<file path="src/rtl/counter_user_gen.sv">
// Prescaled up/down terminal counter for the Genius game datapath.
// Emits a one-cycle tc_o on each terminal step and latches done_o in one-shot mode.
//
//   state | meaning
//   RUN   | qualified e_i pulses advance the prescaler and the count
//   HOLD  | one-shot finished; count, prescaler and done_o frozen until clr_i/r_i
module counter_user_gen #(
  parameter int N   = 4,
  parameter int DIV = 1
) (
  input  logic         clk_i,
  input  logic         r_i,
  input  logic         clr_i,
  input  logic         e_i,
  input  logic         dir_i,
  input  logic         mode_i,
  input  logic [N-1:0] data_i,
  output logic [N-1:0] count_o,
  output logic         tc_o,
  output logic         done_o
);

  localparam int PW = (DIV > 1) ? $clog2(DIV) : 1;
  localparam logic [PW-1:0] PSC_LAST = PW'(DIV - 1);

  typedef enum logic {
    RUN  = 1'b0,
    HOLD = 1'b1
  } state_t;

  state_t        state_q, state_d;
  logic [N-1:0]  count_q, count_d;
  logic [PW-1:0] psc_q, psc_d;
  logic          tc_q, tc_d;
  logic          done_q, done_d;
  logic          step;
  logic          term;

  assign step = e_i && (psc_q == PSC_LAST);
  assign term = dir_i ? (count_q == '0) : (count_q == data_i);

  always_ff @(posedge clk_i or negedge r_i) begin
    if (!r_i) begin
      state_q <= RUN;
      count_q <= '0;
      psc_q   <= '0;
      tc_q    <= 1'b0;
      done_q  <= 1'b0;
    end else begin
      state_q <= state_d;
      count_q <= count_d;
      psc_q   <= psc_d;
      tc_q    <= tc_d;
      done_q  <= done_d;
    end
  end

  always_comb begin
    state_d = state_q;
    count_d = count_q;
    psc_d   = psc_q;
    tc_d    = 1'b0;
    done_d  = done_q;
    if (clr_i) begin
      state_d = RUN;
      count_d = dir_i ? data_i : '0;
      psc_d   = '0;
      done_d  = 1'b0;
    end else begin
      unique case (state_q)
        RUN: begin
          if (step) begin
            psc_d = '0;
            if (!term) begin
              count_d = dir_i ? (count_q - 1'b1) : (count_q + 1'b1);
            end else if (!mode_i) begin
              tc_d    = 1'b1;
              count_d = dir_i ? data_i : '0;
            end else begin
              // one-shot parks on the terminal value
              tc_d    = 1'b1;
              done_d  = 1'b1;
              state_d = HOLD;
            end
          end else if (e_i) begin
            psc_d = psc_q + PW'(1);
          end
        end
        HOLD: begin
          done_d = 1'b1;
        end
        default: state_d = RUN;
      endcase
    end
  end

  assign count_o = count_q;
  assign tc_o    = tc_q;
  assign done_o  = done_q;

endmodule

</file>
<file path="config.mk">
export PLATFORM = sky130hd
export DESIGN_NAME = counter_user_gen
export DESIGN_NICKNAME = d
export VERILOG_FILES = /design/src/rtl/counter_user_gen.sv
export SDC_FILE = /design/constraint.sdc
export NUM_CORES = 1
export LEC_CHECK = 0
export ABC_CLOCK_PERIOD_IN_PS = 2500
export BUFFER_PORTS_ARGS = -buffer_cell sky130_fd_sc_hd__buf_2
export CAP_MARGIN = 30
export CORE_MARGIN = 3
export CORE_UTILIZATION = 35
export CTS_CLUSTER_DIAMETER = 40
export DETAILED_ROUTE_END_ITERATION = 12
export PLACE_DENSITY = 0.64
export REMOVE_ABC_BUFFERS = 1
export SETUP_SLACK_MARGIN = 0.4
export SLEW_MARGIN = 20
export SYNTH_ARGS = -nofsm -noshare
export SYNTH_HDL_FRONTEND = slang
export SYNTH_SLANG_ARGS = --single-unit
</file>
<file path="constraint.sdc">
create_clock -name clk_i -period 2.5 [get_ports clk_i]
set_clock_uncertainty 0.2 [all_clocks]
set_input_delay 0.5 -clock clk_i [delete_from_list [all_inputs] [get_ports clk_i]]
set_output_delay 0.5 -clock clk_i [all_outputs]
set_load 0.03 [all_outputs]
</file>
==> flow_summary.toml, run 1 <==
[status]
outcome = "complete, no violations"

[clock_tree]
path_clk_slew_ns = 0.05
cts_made_buffers = 3
cts_root_buffer = "clkbuf_4"
clockBufferDepth = 2
clock_sinks = 8
tritoncts = "built"
htree_levels = 1
clk-insertion-delay-late_ns = 0.24

[power_and_ir_drop]
internal_power_uw = 409.1
pwr-share-comb = 0.583
net-switching-power_uw = 320.5
power.total_uw = 729.6
ir_drop_uv = 391.4
seqPwrFrac = 0.292
p_leak_uw = 0.0003702
clkPwrFrac = 0.125
power.density_nw_per_um2 = 940.5
switching_share = 0.4393

[worst_setup_path]
cp-start-kind = "flop"
worstSetupEndpointType = "flop"
r2r_start = "count_o[2]$_DFFE_PN0P_"
worstSetupPathType = "flop to flop"
r2r_setup_slack_ns = 0.46
crit_path_start = "count_o[2]$_DFFE_PN0P_"
timing.rr.end = "count_o[2]$_DFFE_PN0P_"
cp-endpoint = "count_o[2]$_DFFE_PN0P_"
path_max_fanout = 5
required_ns = 2.42
cp.arrival_ns = 1.97
reg2reg_depth = 5

[grt]
grt_pass1_vias = 561
antenna_found_initial = 0
overflow = 0
grt_pass1_wl_mm = 2.277
grt_max_degree = 12
grt_usage = 0.1208

[floorplan]
die_h_um = 48.53
rows = 14
num_io_pins = 16
initial_core_util = 0.3972
core_um2 = 1594
dieArea_um2 = 2355
die_x_um = 48.53

[drt]
wl_per_cell_um = 12.35
via_per_inst = 5.101
routed_wl_mm = 1.346
drcViolationCount = 0
via_count = 556
final_antenna_net_count = 0
drt_iter0_markers = 16
drtPass1Iterations = 4

[min_path]
hp-class = "input pin to flop"

[final_layout]
synthToLayoutAreaGrowth_pct = 22.53
drive_gt1_frac = 0.3529
n_antenna_cell = 0
final_util = 0.4867
fin_nets = 100
fill_cells = 155
layout_common_cells = "buf_2, inv_1, dfrtp_1"
layout_commonest_cell = "buf_2"

[sta]
rsz0062_at_grt = "false"
finalCriticalPeriod_ns = 2.045
hold_violations = 0
finalSetupTns_ns = 0
setup_violations = 0
fmax_ghz = 0.4891
period_share = 0.8179
worst_pin_slew_ns = 0.4030
report.final.slew_viol_count = 0
slew_headroom = 0.7289

[logic_synthesis]
yosysUniqueCellTypes = 38
yosysWarningCount = 0
synth_seq_cells = 8
ys.flop_type = "dfrtp_1"
synth-edff-count = 0
synthArstFlopShare = 1.000
syn_area_um2 = 633.1
netlist_instances = 66
synth_seq_area_share = 0.3162
syn_area_per_cell_um2 = 9.593

[place]
place.gp.congestion = 0.8330
numPortBuffers = 15
place_hpwl_mm = 1.068

[flow_run]
drv_cap = 0
kinds of logic after synthesis:
logic type	Yosys count	synth area share
flops	8	0.3162
xor+xnor	3	0.04151
mux	3	0.05730
buf+inv	8	0.04743
fa+ha+maj	3	0.07114
compound gates	18	0.2332
simple gates	23	0.2332
registers in the layout, indices dropped and copies added (netlist names):
register	flops
tc_o	1
state_q	1
count_o	4
psc_q	1
done_o	1
worst min-delay path by stage:
stage | startpoint | end | slack [ns] | cells past startpoint
6_report | clr_i | state_q$_DFF_PN0_ | 0.32 | 2
5_1_grt | clr_i | state_q$_DFF_PN0_ | 0.33 | 2
4_1_cts | clr_i | state_q$_DFF_PN0_ | 0.30 | 2
3_5_place_dp | r_i | done_o$_DFFE_PN0P_ | 0.14 | 1
3_3_place_gp | r_i | state_q$_DFF_PN0_ | 0.15 | 1
2_1_floorplan | r_i | count_o[0]$_DFFE_PN0P_ | 0.004 | 0
power groups by stage:
stage	logic [uW]	clock network [uW]	registers, uW
final	425	91.2	213
after CTS	413	98.0	212
after floorplan	247	0	270
after global routing	467	103	221
after detailed placement	412	0	214
after global placement	402	0	214
synth_stat cells (all sizes together) (2+ instances only):
cell type	n	area share
mux2	2	0.041
ha	2	0.040
nand2	2	0.012
a21oi	3	0.024
nor2	4	0.024
inv	7	0.042
o22ai	2	0.020
o21ai	4	0.038
nor2b	3	0.030
dfrtp	8	0.32
and4	2	0.032
xnor2	2	0.028
nand2b	3	0.030
metal layers:
layer  GRT usage  wire length, um  vias up
met5           0                0        -
met4     0.09005                9        0
met3     0.03067               75        2
met2      0.1651              637       13
met1      0.1619              624      263
li1            -                -      278
critical path, cell delays in order (launching register included):
cell     delay (ns)
dfrtp_1        0.41
nor2b_1        0.16
or4_4          0.49
o21ai_2        0.17
and2_4         0.18
mux2_1         0.32
area by class of cell:
cell class                      instances  area (um2)  area share
Timing Repair Buffer                   17       92.59      0.1194
Tap cell                               24       30.03     0.03871
Clock buffer                            3       22.52     0.02903
Sequential cell                         8       201.4      0.2597
Multi-Input combinational cell         50       402.9      0.5194
Inverter                                7       26.28     0.03387
metrics by stage:
stage	cells	hold slack [ns]	setup slack, ns	cell area, um2
floorplan	65	0.004409	0.3556	629.4
global placement	104	0.1469	0.2635	734.5
detailed placement	104	0.1449	0.2227	734.5
CTS	108	0.3042	0.4297	767.0
global route	109	0.3321	0.4249	775.7
finish	109	0.3204	0.4554	775.7
timing repair:
item / 4_1_cts / 5_1_grt
hold buffers: 1 / 0
endpoints found under the hold margin: 8 / 0
setup buffers: 0 / 1
resized for setup: 0 / 1
endpoints found under the setup margin: 0 / 1
(Power assumes the default switching activity.)
==> run 2, diff against run 1 <==
--- a/config.mk
+++ b/config.mk
@@ -5,14 +5,15 @@
 export SDC_FILE = /design/constraint.sdc
 export NUM_CORES = 1
 export LEC_CHECK = 0
-export ABC_CLOCK_PERIOD_IN_PS = 2500
+export ABC_AREA = 1
+export ABC_CLOCK_PERIOD_IN_PS = 1870
 export BUFFER_PORTS_ARGS = -buffer_cell sky130_fd_sc_hd__buf_2
 export CAP_MARGIN = 30
 export CORE_MARGIN = 3
 export CORE_UTILIZATION = 35
 export CTS_CLUSTER_DIAMETER = 40
 export DETAILED_ROUTE_END_ITERATION = 12
-export PLACE_DENSITY = 0.64
+export PLACE_DENSITY = 0.65
 export REMOVE_ABC_BUFFERS = 1
 export SETUP_SLACK_MARGIN = 0.4
 export SLEW_MARGIN = 20
==> constraint.sdc (replaced) <==
create_clock -name clk_i -period 1.87 [get_ports clk_i]
set_clock_uncertainty 0.2 [all_clocks]
set_input_delay 0.374 -clock clk_i [delete_from_list [all_inputs] [get_ports clk_i]]
set_output_delay 0.374 -clock clk_i [all_outputs]
set_load 0.03 [all_outputs]
==> run 2 against run 1 <==
Clock power up 43%. Sequential power rose by 32%. Critical endpoint is now count_o[3]$_DFFE_PN0P_. Largest power group unchanged. Largest cell class unchanged. Sequential cell count unchanged.
==> flow_summary.toml, run 2 <==
[floorplan]
rows = 15
dieArea_um2 = 2469
die_h_um = 49.69
num_io_pins = 16
initial_core_util = 0.3787
die_x_um = 49.69
core_um2 = 1764

[logic_synthesis]
syn_area_per_cell_um2 = 7.184
muxShareOfSynthArea = 0
yosysWarningCount = 0
yosys.area.top_type_share = 0.2996
syn_area_um2 = 668.1
synth_xor_area_frac = 0.02622
synth-edff-count = 0
yosys.area_share.adder = 0.06742
synthTopCellsByArea = "dfrtp_1, nand2_1, nand2_4"
synthArstFlopShare = 1.000
yosysTopAreaCell = "dfrtp_1"
synth_seq_cells = 8
yosysUniqueCellTypes = 22
netlist_instances = 93
ys.flop_type = "dfrtp_1"
synth_compound_area_frac = 0.1030
synth_top_family_by_area = "simple AND/OR/NAND/NOR gates"
ys_top_cells_by_count = "nand2_1, inv_1, dfrtp_1, nand3_1, inv_2"
synth_seq_area_share = 0.2996
synthSimpleGateAreaFrac = 0.4082
yosysMostFrequentCell = "nand2_1"

[sta]
report.final.slew_viol_count = 0
period_share = 0.8744
slew_headroom = 0.7008
rsz0062_at_grt = "true"
worst_pin_slew_ns = 0.4471
fmax_ghz = 0.6116
hold_violations = 0
finalSetupTns_ns = 0
finalCriticalPeriod_ns = 1.635
setup_violations = 0

[grt]
overflow = 0
antenna_found_initial = 0
grt_pass1_wl_mm = 2.663
grt_max_degree = 9
grt_pass1_vias = 694
grt_usage = 0.1401

[worst_setup_path]
r2r_start = "count_o[2]$_DFFE_PN0P_"
cp.arrival_ns = 1.58
timing.rr.end = "count_o[3]$_DFFE_PN0P_"
worstSetupPathType = "flop to flop"
path_max_fanout = 5
reg2reg_depth = 9
worstSetupEndpointType = "flop"
required_ns = 1.82
cp-start-kind = "flop"
r2r_setup_slack_ns = 0.23

[min_path]
hp-class = "input pin to flop"
hold_end = "psc_q$_DFFE_PN0P_"
hold_start = "e_i"
hold_depth = 2

[place]
place_hpwl_mm = 1.176
place.gp.congestion = 0.8786
numPortBuffers = 15

[final_layout]
synthToLayoutAreaGrowth_pct = 50.56
drive_gt1_frac = 0.4917
layout_commonest_cell = "nand2_1"
fin_nets = 135
n_antenna_cell = 0
fill_cells = 181
largest_register_ffs = 4
layout_common_cells = "nand2_1, buf_2, inv_2"

[drt]
wl_per_cell_um = 10.97
drcViolationCount = 0
wl_met2_um = 817
routed_wl_mm = 1.591
via_count = 676
top_layer = "met4"
via_per_inst = 4.662
wl_met3_um = 68
final_antenna_net_count = 0
wl_met1_um = 693
drt_iter0_markers = 7
drtPass1Iterations = 4

[power_and_ir_drop]
ir_drop_uv = 482.4
internal_power_uw = 610.0
clkPwrFrac = 0.119
seqPwrFrac = 0.256
net-switching-power_uw = 486.2
pwr-share-comb = 0.625
p_leak_uw = 0.0005368
switching_share = 0.4435
power.density_nw_per_um2 = 1090
power.total_uw = 1096

[clock_tree]
cts_root_buffer = "clkbuf_4"
cts_made_buffers = 3
clockBufferDepth = 2
htree_levels = 1
clk-insertion-delay-late_ns = 0.25
path_clk_slew_ns = 0.06
tritoncts = "built"
clock_sinks = 8

[flow_run]
drv_cap = 0

[status]
outcome = "complete, no violations"
run 2: area by class of cell:
| class | instances | area, um2 | area share |
|---|---|---|---|
| clock buffers | 3 | 22.52 | 0.02239 |
| inverters | 17 | 63.81 | 0.06343 |
| multi-input cells | 68 | 503.0 | 0.5000 |
| flip-flops and latches | 8 | 203.9 | 0.2027 |
| well taps | 25 | 31.28 | 0.03109 |
| repair buffers | 24 | 181.4 | 0.1803 |
run 2: how the worst max path moves through the flow:
stage,start,to,slack (ns),cells after the start
after floorplan,count_o[2]$_DFFE_PN0P_,count_o[3]$_DFFE_PN0P_,0.11,9
after global placement,dir_i,count_o[3]$_DFFE_PN0P_,0.06,10
after detailed placement,dir_i,count_o[3]$_DFFE_PN0P_,0.06,10
after CTS,count_o[2]$_DFFE_PN0P_,count_o[3]$_DFFE_PN0P_,0.25,11
after global routing,count_o[2]$_DFFE_PN0P_,count_o[3]$_DFFE_PN0P_,0.08,10
final,count_o[2]$_DFFE_PN0P_,count_o[3]$_DFFE_PN0P_,0.23,9
run 2: through the flow:
stage | cell area (um2) | hold slack (ns) | instances | util | worst slack [ns]
2_1_floorplan | 668.1 | -0.1216 | 93 | - | 0.1067
3_3_place_gp | 774.5 | 0.02677 | 133 | 0.4390 | 0.05982
3_5_place_dp | 774.5 | 0.03215 | 133 | 0.4390 | 0.05803
4_1_cts | 917.1 | 0.1048 | 143 | 0.5199 | 0.2501
5_1_grt | 1006 | 0.1057 | 145 | 0.5702 | 0.08372
6_report | 1006 | 0.1114 | 145 | 0.5702 | 0.2348
run 2: worst max-delay path, stage by stage (launching register included):
cell and delay (ns):
dfrtp_2 0.44, buf_6 0.13, nor3_4 0.18, nand3_4 0.16
nand2_8 0.14, nand2_4 0.05, nand2_4 0.09, nor2_2 0.03
nand2_1 0.06, nand2_1 0.04
run 2: cell families (layout without fill, tap and decap cells):
group                    count (synthesis)  in the layout
adder cells (fa/ha/maj)                  3              3
flip-flops                               8              8
buffers and inverters                   17             44
AO/OA/AOI/OAI                            9              9
XOR/XNOR                                 2              2
AND/OR/NAND/NOR                         54             54
run 2: repair_timing:
| item | in CTS | in global routing |
|---|---|---|
| hold buffers | 1 | 0 |
| pin swaps | 11 | 5 |
| hold endpoints to repair | 8 | 0 |
| endpoints found under the setup margin | 10 | 11 |
| gates cloned | 0 | 0 |
| gates resized for setup | 18 | 18 |
| setup buffers | 6 | 2 |
run 2: power by group through the flow:
stage | registers [uW] | logic, uW | clock network (uW)
after floorplan | 326 | 260 | 0
after global placement | 267 | 424 | 0
after detailed placement | 267 | 428 | 0
final | 281 | 685 | 130
after CTS | 270 | 573 | 136
after global routing | 286 | 746 | 155
run 2: metal layers:
metal	vias to the layer above	GRT usage
met3	2	0.02115
met1	307	0.1367
met2	17	0.2775
met4	0	0.06912
li1	350	-
met5	-	0
